--- src/rtl/tone_sequencer.sv ---
// Melody player: walks a small {half-period, duration} note table and drives a
// registered square wave on aud, with loop, stop and gapless note chaining.
module tone_sequencer #(
   parameter int NOTES    = 8,
   parameter int PERIOD_W = 16,
   parameter int DUR_W    = 16,
   parameter int TICK_DIV = 1000
) (
   input  logic                     clk,
   input  logic                     rst_n,
   input  logic                     wr_en,
   input  logic [$clog2(NOTES)-1:0] wr_addr,
   input  logic [PERIOD_W-1:0]      wr_period,
   input  logic [DUR_W-1:0]         wr_dur,
   input  logic                     start,
   input  logic                     stop,
   input  logic                     loop,
   output logic                     busy,
   output logic                     done,
   output logic [$clog2(NOTES)-1:0] idx,
   output logic                     aud
);

   localparam int IDX_W  = $clog2(NOTES);
   localparam int TICK_W = (TICK_DIV > 1) ? $clog2(TICK_DIV) : 1;
   localparam logic [IDX_W-1:0]  LAST_IDX  = IDX_W'(NOTES - 1);
   localparam logic [TICK_W-1:0] TICK_LAST = TICK_W'(TICK_DIV - 1);

   typedef enum logic [1:0] {
      S_IDLE  = 2'd0,
      S_FETCH = 2'd1,
      S_PLAY  = 2'd2,
      S_DONE  = 2'd3
   } state_t;

   logic [PERIOD_W-1:0] period_mem [NOTES];
   logic [DUR_W-1:0]    dur_mem    [NOTES];

   state_t              state_q;
   logic [IDX_W-1:0]    idx_q;
   logic [PERIOD_W-1:0] period_q;
   logic [DUR_W-1:0]    dur_q;
   logic [PERIOD_W-1:0] hp_q;
   logic [TICK_W-1:0]   tick_q;
   logic [DUR_W-1:0]    cnt_q;
   logic                aud_q;
   logic                busy_q;
   logic                done_q;

   logic [PERIOD_W-1:0] fetch_period_d;
   logic [DUR_W-1:0]    fetch_dur_d;
   logic                tick_wrap_d;
   logic                note_end_d;
   logic                hp_wrap_d;
   logic                tone_d;

   // Table is only writable while idle so a running melody never changes under us.
   always_ff @(posedge clk) begin
      if (wr_en && !busy_q) begin
         period_mem[wr_addr] <= wr_period;
         dur_mem[wr_addr]    <= wr_dur;
      end
   end

   always_comb begin
      fetch_period_d = period_mem[idx_q];
      fetch_dur_d    = dur_mem[idx_q];
      tick_wrap_d    = (tick_q == TICK_LAST);
      note_end_d     = tick_wrap_d && ((cnt_q + DUR_W'(1)) == dur_q);
      hp_wrap_d      = (hp_q == (period_q - PERIOD_W'(1)));
      tone_d         = (period_q != '0);
   end

   always_ff @(posedge clk or negedge rst_n) begin
      if (!rst_n) begin
         state_q  <= S_IDLE;
         idx_q    <= '0;
         period_q <= '0;
         dur_q    <= '0;
         hp_q     <= '0;
         tick_q   <= '0;
         cnt_q    <= '0;
         aud_q    <= 1'b0;
         busy_q   <= 1'b0;
         done_q   <= 1'b0;
      end else begin
         done_q <= 1'b0;
         if (stop) begin
            state_q <= S_IDLE;
            idx_q   <= '0;
            aud_q   <= 1'b0;
            busy_q  <= 1'b0;
         end else begin
            case (state_q)
               S_IDLE: begin
                  aud_q <= 1'b0;
                  if (start) begin
                     state_q <= S_FETCH;
                     idx_q   <= '0;
                     busy_q  <= 1'b1;
                  end
               end
               S_FETCH: begin
                  period_q <= fetch_period_d;
                  dur_q    <= fetch_dur_d;
                  aud_q    <= 1'b0;
                  if (fetch_dur_d == '0) begin
                     // A marker at entry 0 always ends, so an empty table cannot spin.
                     if ((idx_q != '0) && loop) begin
                        idx_q <= '0;
                     end else begin
                        state_q <= S_DONE;
                        busy_q  <= 1'b0;
                        done_q  <= 1'b1;
                     end
                  end else begin
                     state_q <= S_PLAY;
                     hp_q    <= '0;
                     tick_q  <= '0;
                     cnt_q   <= '0;
                  end
               end
               S_PLAY: begin
                  tick_q <= tick_wrap_d ? '0 : tick_q + TICK_W'(1);
                  if (tick_wrap_d) begin
                     cnt_q <= cnt_q + DUR_W'(1);
                  end
                  if (tone_d) begin
                     hp_q <= hp_wrap_d ? '0 : hp_q + PERIOD_W'(1);
                     if (hp_wrap_d) begin
                        aud_q <= ~aud_q;
                     end
                  end
                  if (note_end_d) begin
                     aud_q <= 1'b0;
                     if (idx_q != LAST_IDX) begin
                        idx_q   <= idx_q + IDX_W'(1);
                        state_q <= S_FETCH;
                     end else if (loop) begin
                        idx_q   <= '0;
                        state_q <= S_FETCH;
                     end else begin
                        state_q <= S_DONE;
                        busy_q  <= 1'b0;
                        done_q  <= 1'b1;
                     end
                  end
               end
               S_DONE: begin
                  aud_q   <= 1'b0;
                  state_q <= S_IDLE;
               end
               default: begin
                  state_q <= S_IDLE;
                  aud_q   <= 1'b0;
                  busy_q  <= 1'b0;
               end
            endcase
         end
      end
   end

   assign busy = busy_q;
   assign done = done_q;
   assign idx  = idx_q;
   assign aud  = aud_q;

endmodule

--- config.mk ---
export PLATFORM = sky130hd
export DESIGN_NAME = tone_sequencer
export DESIGN_NICKNAME = d
export VERILOG_FILES = /design/src/rtl/tone_sequencer.sv
export SDC_FILE = /design/constraint.sdc
export NUM_CORES = 1
export LEC_CHECK = 0
export CAP_MARGIN = 20
export CORE_MARGIN = 8
export CORE_UTILIZATION = 61
export DETAILED_ROUTE_END_ITERATION = 8
export GPL_TIMING_DRIVEN = 1
export PLACE_DENSITY = 0.88
export SYNTH_ARGS = -nofsm -noshare
export SYNTH_HDL_FRONTEND = slang
export SYNTH_SLANG_ARGS = --single-unit
--- constraint.sdc ---
create_clock -name clk -period 3.9 [get_ports clk]
set_input_delay 0.39 -clock clk [delete_from_list [all_inputs] [get_ports clk]]
set_output_delay 0.39 -clock clk [all_outputs]
set_load 0.02 [all_outputs]
==> results of run 1 <==
[sequential cells by signal (all words and copies together) (netlist names)]
| name | count |
|---|---|
| idx | 3 |
| done | 1 |
| period_mem | 128 |
| tick_q | 10 |
| dur_mem | 128 |
| dur_q | 16 |
| state_q | 2 |
| period_q | 16 |
| busy | 1 |
| aud | 1 |
| cnt_q | 16 |
| hp_q | 16 |
[layout by cell type (no fill, tap or decap), drive strengths merged, types with 26 or more instances in the layout]
master         count
edfxtp           256
nand2            102
dfrtp             82
o21ai             73
mux4              64
clkdlybuf4s50     45
clkbuf            43
mux2i             40
nor2              37
buf               26
[routing by layer]
metal	vias up	track usage	part of all wire
met5	-	0	0
met4	0	0.102	0.034
met3	92	0.0374	0.071
met1	4670	0.314	0.39
met2	433	0.397	0.50
li1	4018	-	-
[worst min-delay path by stage]
stage | startpoint | end
floorplan | rst_n | aud
global placement | tick_q[1] | tick_q[1]
detailed placement | tick_q[1] | tick_q[1]
CTS | rst_n | cnt_q[6]
global route | rst_n | cnt_q[0]
finish | rst_n | cnt_q[0]
[power by group]
group / internal (µW) / switching (µW) / total (µW)
clock network: 2220 / 1410 / 3630
logic: 868 / 1070 / 1940
registers: 4240 / 505 / 4750
[metrics by stage]
step | hold WS [ns] | std cells
2_1_floorplan | 0.0944 | 1006
3_3_place_gp | 0.484 | 1344
6_report | -0.0193 | 1406
3_5_place_dp | 0.503 | 1344
4_1_cts | 0.0119 | 1405
5_1_grt | 0.0574 | 1406
[kinds of logic (layout without fill, tap and decap cells)]
group	after synthesis	after routing	synth area share
flip-flops	338	338	0.657
AND/OR/NAND/NOR	288	288	0.0983
AO/OA/AOI/OAI	156	156	0.0687
multiplexers	106	106	0.126
buffers and inverters	71	147	0.0200
XOR/XNOR	35	35	0.0207
adder cells (fa/ha/maj)	12	12	0.0101
[worst max-delay path, cell delays in order (launching register included)]
cell and delay [ns]:
dfrtp_4 0.58, buf_4 0.26, mux4_2 0.53, mux2i_1 0.23, nand4_1 0.30, or4_4 0.61
o21ai_4 0.17, a21o_4 0.21, or2_1 0.51, o31ai_1 0.15
[layout make-up]
type,instances,area (µm²),share of cell area
Sequential cell,338,9750,0.572
Multi-Input combinational cell,597,4860,0.285
Clock buffer,43,915,0.0537
Timing Repair Buffer,71,716,0.0420
Tap cell,324,405,0.0238
Clock inverter,18,330,0.0194
Inverter,15,56.3,0.00331
==> impl_metrics.env, run 1 <==
export IMPL_r2r_end="hp_q[5]"
export IMPL_drtPass1Iterations=5
export IMPL_p_leak_uw=0.00567
export IMPL_utilization=0.706
export IMPL_cp_arrival_ns=4.09
export IMPL_cts_tree="yes"
export IMPL_dpl_worst_slack_ns=0.272
export IMPL_diodes=0
export IMPL_pwr_density_cell_nw_per_um2=606
export IMPL_fill_cells=1572
export IMPL_drv_cap=0
export IMPL_cts_buffer_depth=3
export IMPL_fin_crit_ns=3.72
export IMPL_finalNetCount=1110
export IMPL_grt_pass1_vias=9387
export IMPL_ys_seq_elements=338
export IMPL_ys_warn_count=0
export IMPL_clock_root_buffer="clkbuf_16"
export IMPL_rsz0062_at_grt="false"
export IMPL_ios=47
export IMPL_grt_pass1_wl_mm=53.5
export IMPL_grt_overflow=0
export IMPL_outcome="finished with violations"
export IMPL_crit_fanout=17
export IMPL_core_area_um2=24100
export IMPL_fin_area_um2=17000
export IMPL_initialDrtViolationCount=959
export IMPL_drive_above_1_share=0.158
export IMPL_syn_area_per_cell_um2=14.7
export IMPL_hold_ws_ns=-0.0193
export IMPL_setup_slack_ns=0.185
export IMPL_synth_flop_cell="edfxtp_1"
export IMPL_max_slew_margin=0.428
export IMPL_synth_top_cell_by_area="edfxtp_1"
export IMPL_reg2reg_slack_ns=0.18
export IMPL_gp_congestion=0.889
export IMPL_crit_required_ns=4.27
export IMPL_dieWidth_um=172
export IMPL_cts_made_buffers=34
export IMPL_vias=9213
export IMPL_wirelength_mm=34.3
export IMPL_clock_sinks=338
export IMPL_grt_max_degree=66
export IMPL_htree_levels=2
export IMPL_yosysTopAreaCellShare=0.518
export IMPL_synth_common_cells="256 x edfxtp_1, 102 x nand2_1, 82 x dfrtp_1, 66 x o21ai_0, 64 x mux4_2"
export IMPL_synth_most_common_cell="edfxtp_1"
export IMPL_criticalPathCategory="reg -> reg"
export IMPL_placed_area_um2=15800
export IMPL_post_cts_setup_buffers=0
export IMPL_drcViolationCount=0
export IMPL_worstMarginPinSlew_ns=0.858
export IMPL_p_total_uw=10300
export IMPL_die_height_um=172
export IMPL_clk_pin_slew_worst_paths_ns=0.06
export IMPL_port_buffers=46
export IMPL_synth_area_top_cells="edfxtp_1 52%, dfrtp_1 14%, mux4_2 9.7%, mux2i_1 2.7%, nand2_1 2.6%"
export IMPL_ctsResizeCount=0
export IMPL_setup_viol_count_final=0
export IMPL_netlist_instances=1006
export IMPL_fin_crit_sh=0.953
export IMPL_cts_hold_buf=0
export IMPL_die_area_um2=29600
export IMPL_vias_per_cell=6.55
export IMPL_fmaxAchievable_mhz=269
export IMPL_synth_edf_count=256
export IMPL_synth_distinct_cells=64
export IMPL_synth_nets=1059
export IMPL_reg2reg_from="idx[0]"
export IMPL_failed_checks="hold timing"
export IMPL_endpoint="hp_q[5]"
export IMPL_antenna_found_initial=0
export IMPL_fin_tns_setup_ns=0
export IMPL_startpoint="idx[0]"
export IMPL_area_growth_pct=14.8
export IMPL_hold_path_class="in -> async"
export IMPL_finClkSkew_ns=0.0270
export IMPL_row_count=57
export IMPL_ir_drop_mv=0.500
export IMPL_async_flop_share=0.243
export IMPL_wl_per_cell_um=24.4
export IMPL_final_max_slew_viol_count=0
export IMPL_start_kind="register"
export IMPL_r2r_worst_path_cells=9
export IMPL_ant_nets=0
export IMPL_final_hold_viol_count=14
export IMPL_grtUsageTotal=0.240
export IMPL_cp_end_kind="register"
export IMPL_yosysSeqAreaShare=0.657
export IMPL_start_util=0.615
export IMPL_syn_area_um2=14800
export IMPL_dp_hpwl_mm=19.9
export IMPL_clock_latency_ns=0.54
No activity file was read; power rests on OpenSTA's default activity.
==> inputs of run 2 (changes only) <==
--- a/config.mk
+++ b/config.mk
@@ -6,8 +6,10 @@
 export NUM_CORES = 1
 export LEC_CHECK = 0
 export CAP_MARGIN = 20
-export CORE_MARGIN = 8
-export CORE_UTILIZATION = 61
+export CELL_PAD_IN_SITES_DETAIL_PLACEMENT = 0
+export CELL_PAD_IN_SITES_GLOBAL_PLACEMENT = 2
+export CORE_MARGIN = 10
+export CORE_UTILIZATION = 45
 export DETAILED_ROUTE_END_ITERATION = 8
 export GPL_TIMING_DRIVEN = 1
 export PLACE_DENSITY = 0.88
==> impl_metrics.env, run 2 (same netlist as run 1, synthesis figures left out) <==
export IMPL_fin_crit_ns=3.48
export IMPL_wirelength_mm=30.7
export IMPL_core_area_um2=32500
export IMPL_grt_pass1_vias=8594
export IMPL_fin_area_um2=17300
export IMPL_initialDrtViolationCount=711
export IMPL_diodes=0
export IMPL_r2r_end="cnt_q[7]"
export IMPL_final_common_cell="edfxtp_1"
export IMPL_finClkSkew_ns=0.0167
export IMPL_start_util=0.456
export IMPL_clock_sinks=338
export IMPL_cts_buffer_depth=3
export IMPL_ir_drop_mv=0.618
export IMPL_grt_pass1_wl_mm=49.1
export IMPL_criticalPathCategory="reg -> reg"
export IMPL_r2r_worst_path_cells=10
export IMPL_grtUsageTotal=0.151
export IMPL_final_max_slew_viol_count=0
export IMPL_finalNetCount=1121
export IMPL_vias=8676
export IMPL_clock_latency_ns=0.53
export IMPL_ios=47
export IMPL_final_hold_viol_count=2
export IMPL_die_height_um=202
export IMPL_start_kind="register"
export IMPL_p_leak_uw=0.00574
export IMPL_fmaxAchievable_mhz=287
export IMPL_cts_made_buffers=36
export IMPL_post_cts_setup_buffers=0
export IMPL_clk_pin_slew_worst_paths_ns=0.06
export IMPL_p_total_uw=10300
export IMPL_fin_tns_setup_ns=0
export IMPL_htree_levels=2
export IMPL_hold_ws_ns=-0.00692
export IMPL_cts_hold_buf=0
export IMPL_drcViolationCount=0
export IMPL_max_slew_margin=0.392
export IMPL_outcome="finished with violations"
export IMPL_reg_largest_list="dur_mem (128), period_mem (128)"
export IMPL_crit_required_ns=4.29
export IMPL_grt_max_degree=68
export IMPL_pwr_density_cell_nw_per_um2=599
export IMPL_vias_per_cell=5.66
export IMPL_antenna_found_initial=1
export IMPL_fin_crit_sh=0.893
export IMPL_cts_tree="yes"
export IMPL_dieWidth_um=202
export IMPL_gp_congestion=0.829
export IMPL_utilization=0.531
export IMPL_port_buffers=46
export IMPL_reg2reg_from="idx[0]"
export IMPL_clock_root_buffer="clkbuf_16"
export IMPL_wl_per_cell_um=20.0
export IMPL_ant_nets=0
export IMPL_reg2reg_slack_ns=0.42
export IMPL_row_count=66
export IMPL_setup_viol_count_final=0
export IMPL_drtPass1Iterations=5
export IMPL_grt_overflow=0
export IMPL_crit_fanout=13
export IMPL_fill_cells=2638
export IMPL_cp_end_kind="register"
export IMPL_cp_arrival_ns=3.88
export IMPL_placed_area_um2=15900
export IMPL_ctsResizeCount=0
export IMPL_drive_above_1_share=0.169
export IMPL_area_growth_pct=16.5
export IMPL_final_cell_mix="256 x edfxtp_1, 101 x nand2_1, 79 x dfrtp_1, 66 x o21ai_0, 64 x mux4_2"
export IMPL_drv_cap=0
export IMPL_dp_hpwl_mm=19.7
export IMPL_die_area_um2=40600
export IMPL_worstMarginPinSlew_ns=0.911
export IMPL_hold_path_class="in -> async"
export IMPL_failed_checks="hold timing"
export IMPL_rsz0062_at_grt="false"
## run 2: changes by cell type in the layout (fill, tap and decap cells not counted), sizes merged
cell / change
clkbuf: -3
buf: +9
inv: +1
clkinv: +3
## run 2: cell type report
| class | instances | area (µm²) | area share |
|---|---|---|---|
| Timing Repair Buffer | 80 | 758 | 0.0439 |
| Multi-Input combinational cell | 597 | 4860 | 0.281 |
| Clock inverter | 22 | 372 | 0.0215 |
| Tap cell | 442 | 553 | 0.0320 |
| Clock buffer | 40 | 947 | 0.0548 |
| Sequential cell | 338 | 9750 | 0.564 |
| Inverter | 15 | 56.3 | 0.00326 |
## run 2: power by group
part	switching [µW]	internal (µW)
clock network	1420	2310
registers	480	4240
logic	1010	884
## run 2: worst max path at each step
stage,start,to,slack (ns)
3_3_place_gp,idx[0],cnt_q[2],0.48
4_1_cts,idx[0],cnt_q[7],0.37
2_1_floorplan,busy,dur_mem[0][0],0.27
3_5_place_dp,idx[0],cnt_q[7],0.40
5_1_grt,idx[0],cnt_q[7],0.09
6_report,idx[0],cnt_q[7],0.42
## run 2: per-stage QoR
step,setup slack [ns],cells
4_1_cts,0.372,1533
5_1_grt,0.0910,1534
3_5_place_dp,0.401,1471
3_3_place_gp,0.475,1471
2_1_floorplan,0.267,1006
6_report,0.418,1534
## run 2: worst max-delay path, cell delays in order (launching register included)
cell and delay, ns:
dfrtp_4 0.61, buf_4 0.23, mux4_2 0.51, mux2i_1 0.22, nand4_1 0.19, or4_4 0.59
o211ai_2 0.44, buf_4 0.27, nor2_1 0.05, mux2i_1 0.13, o21ai_0 0.09
## run 2: metal layers
metal | wire (µm) | track usage | vias up
li1 | - | - | 4035
met3 | 1790 | 0.0260 | 52
met5 | 20 | 0 | -
met4 | 618 | 0.0424 | 2
met2 | 14100 | 0.232 | 239
met1 | 14200 | 0.218 | 4348
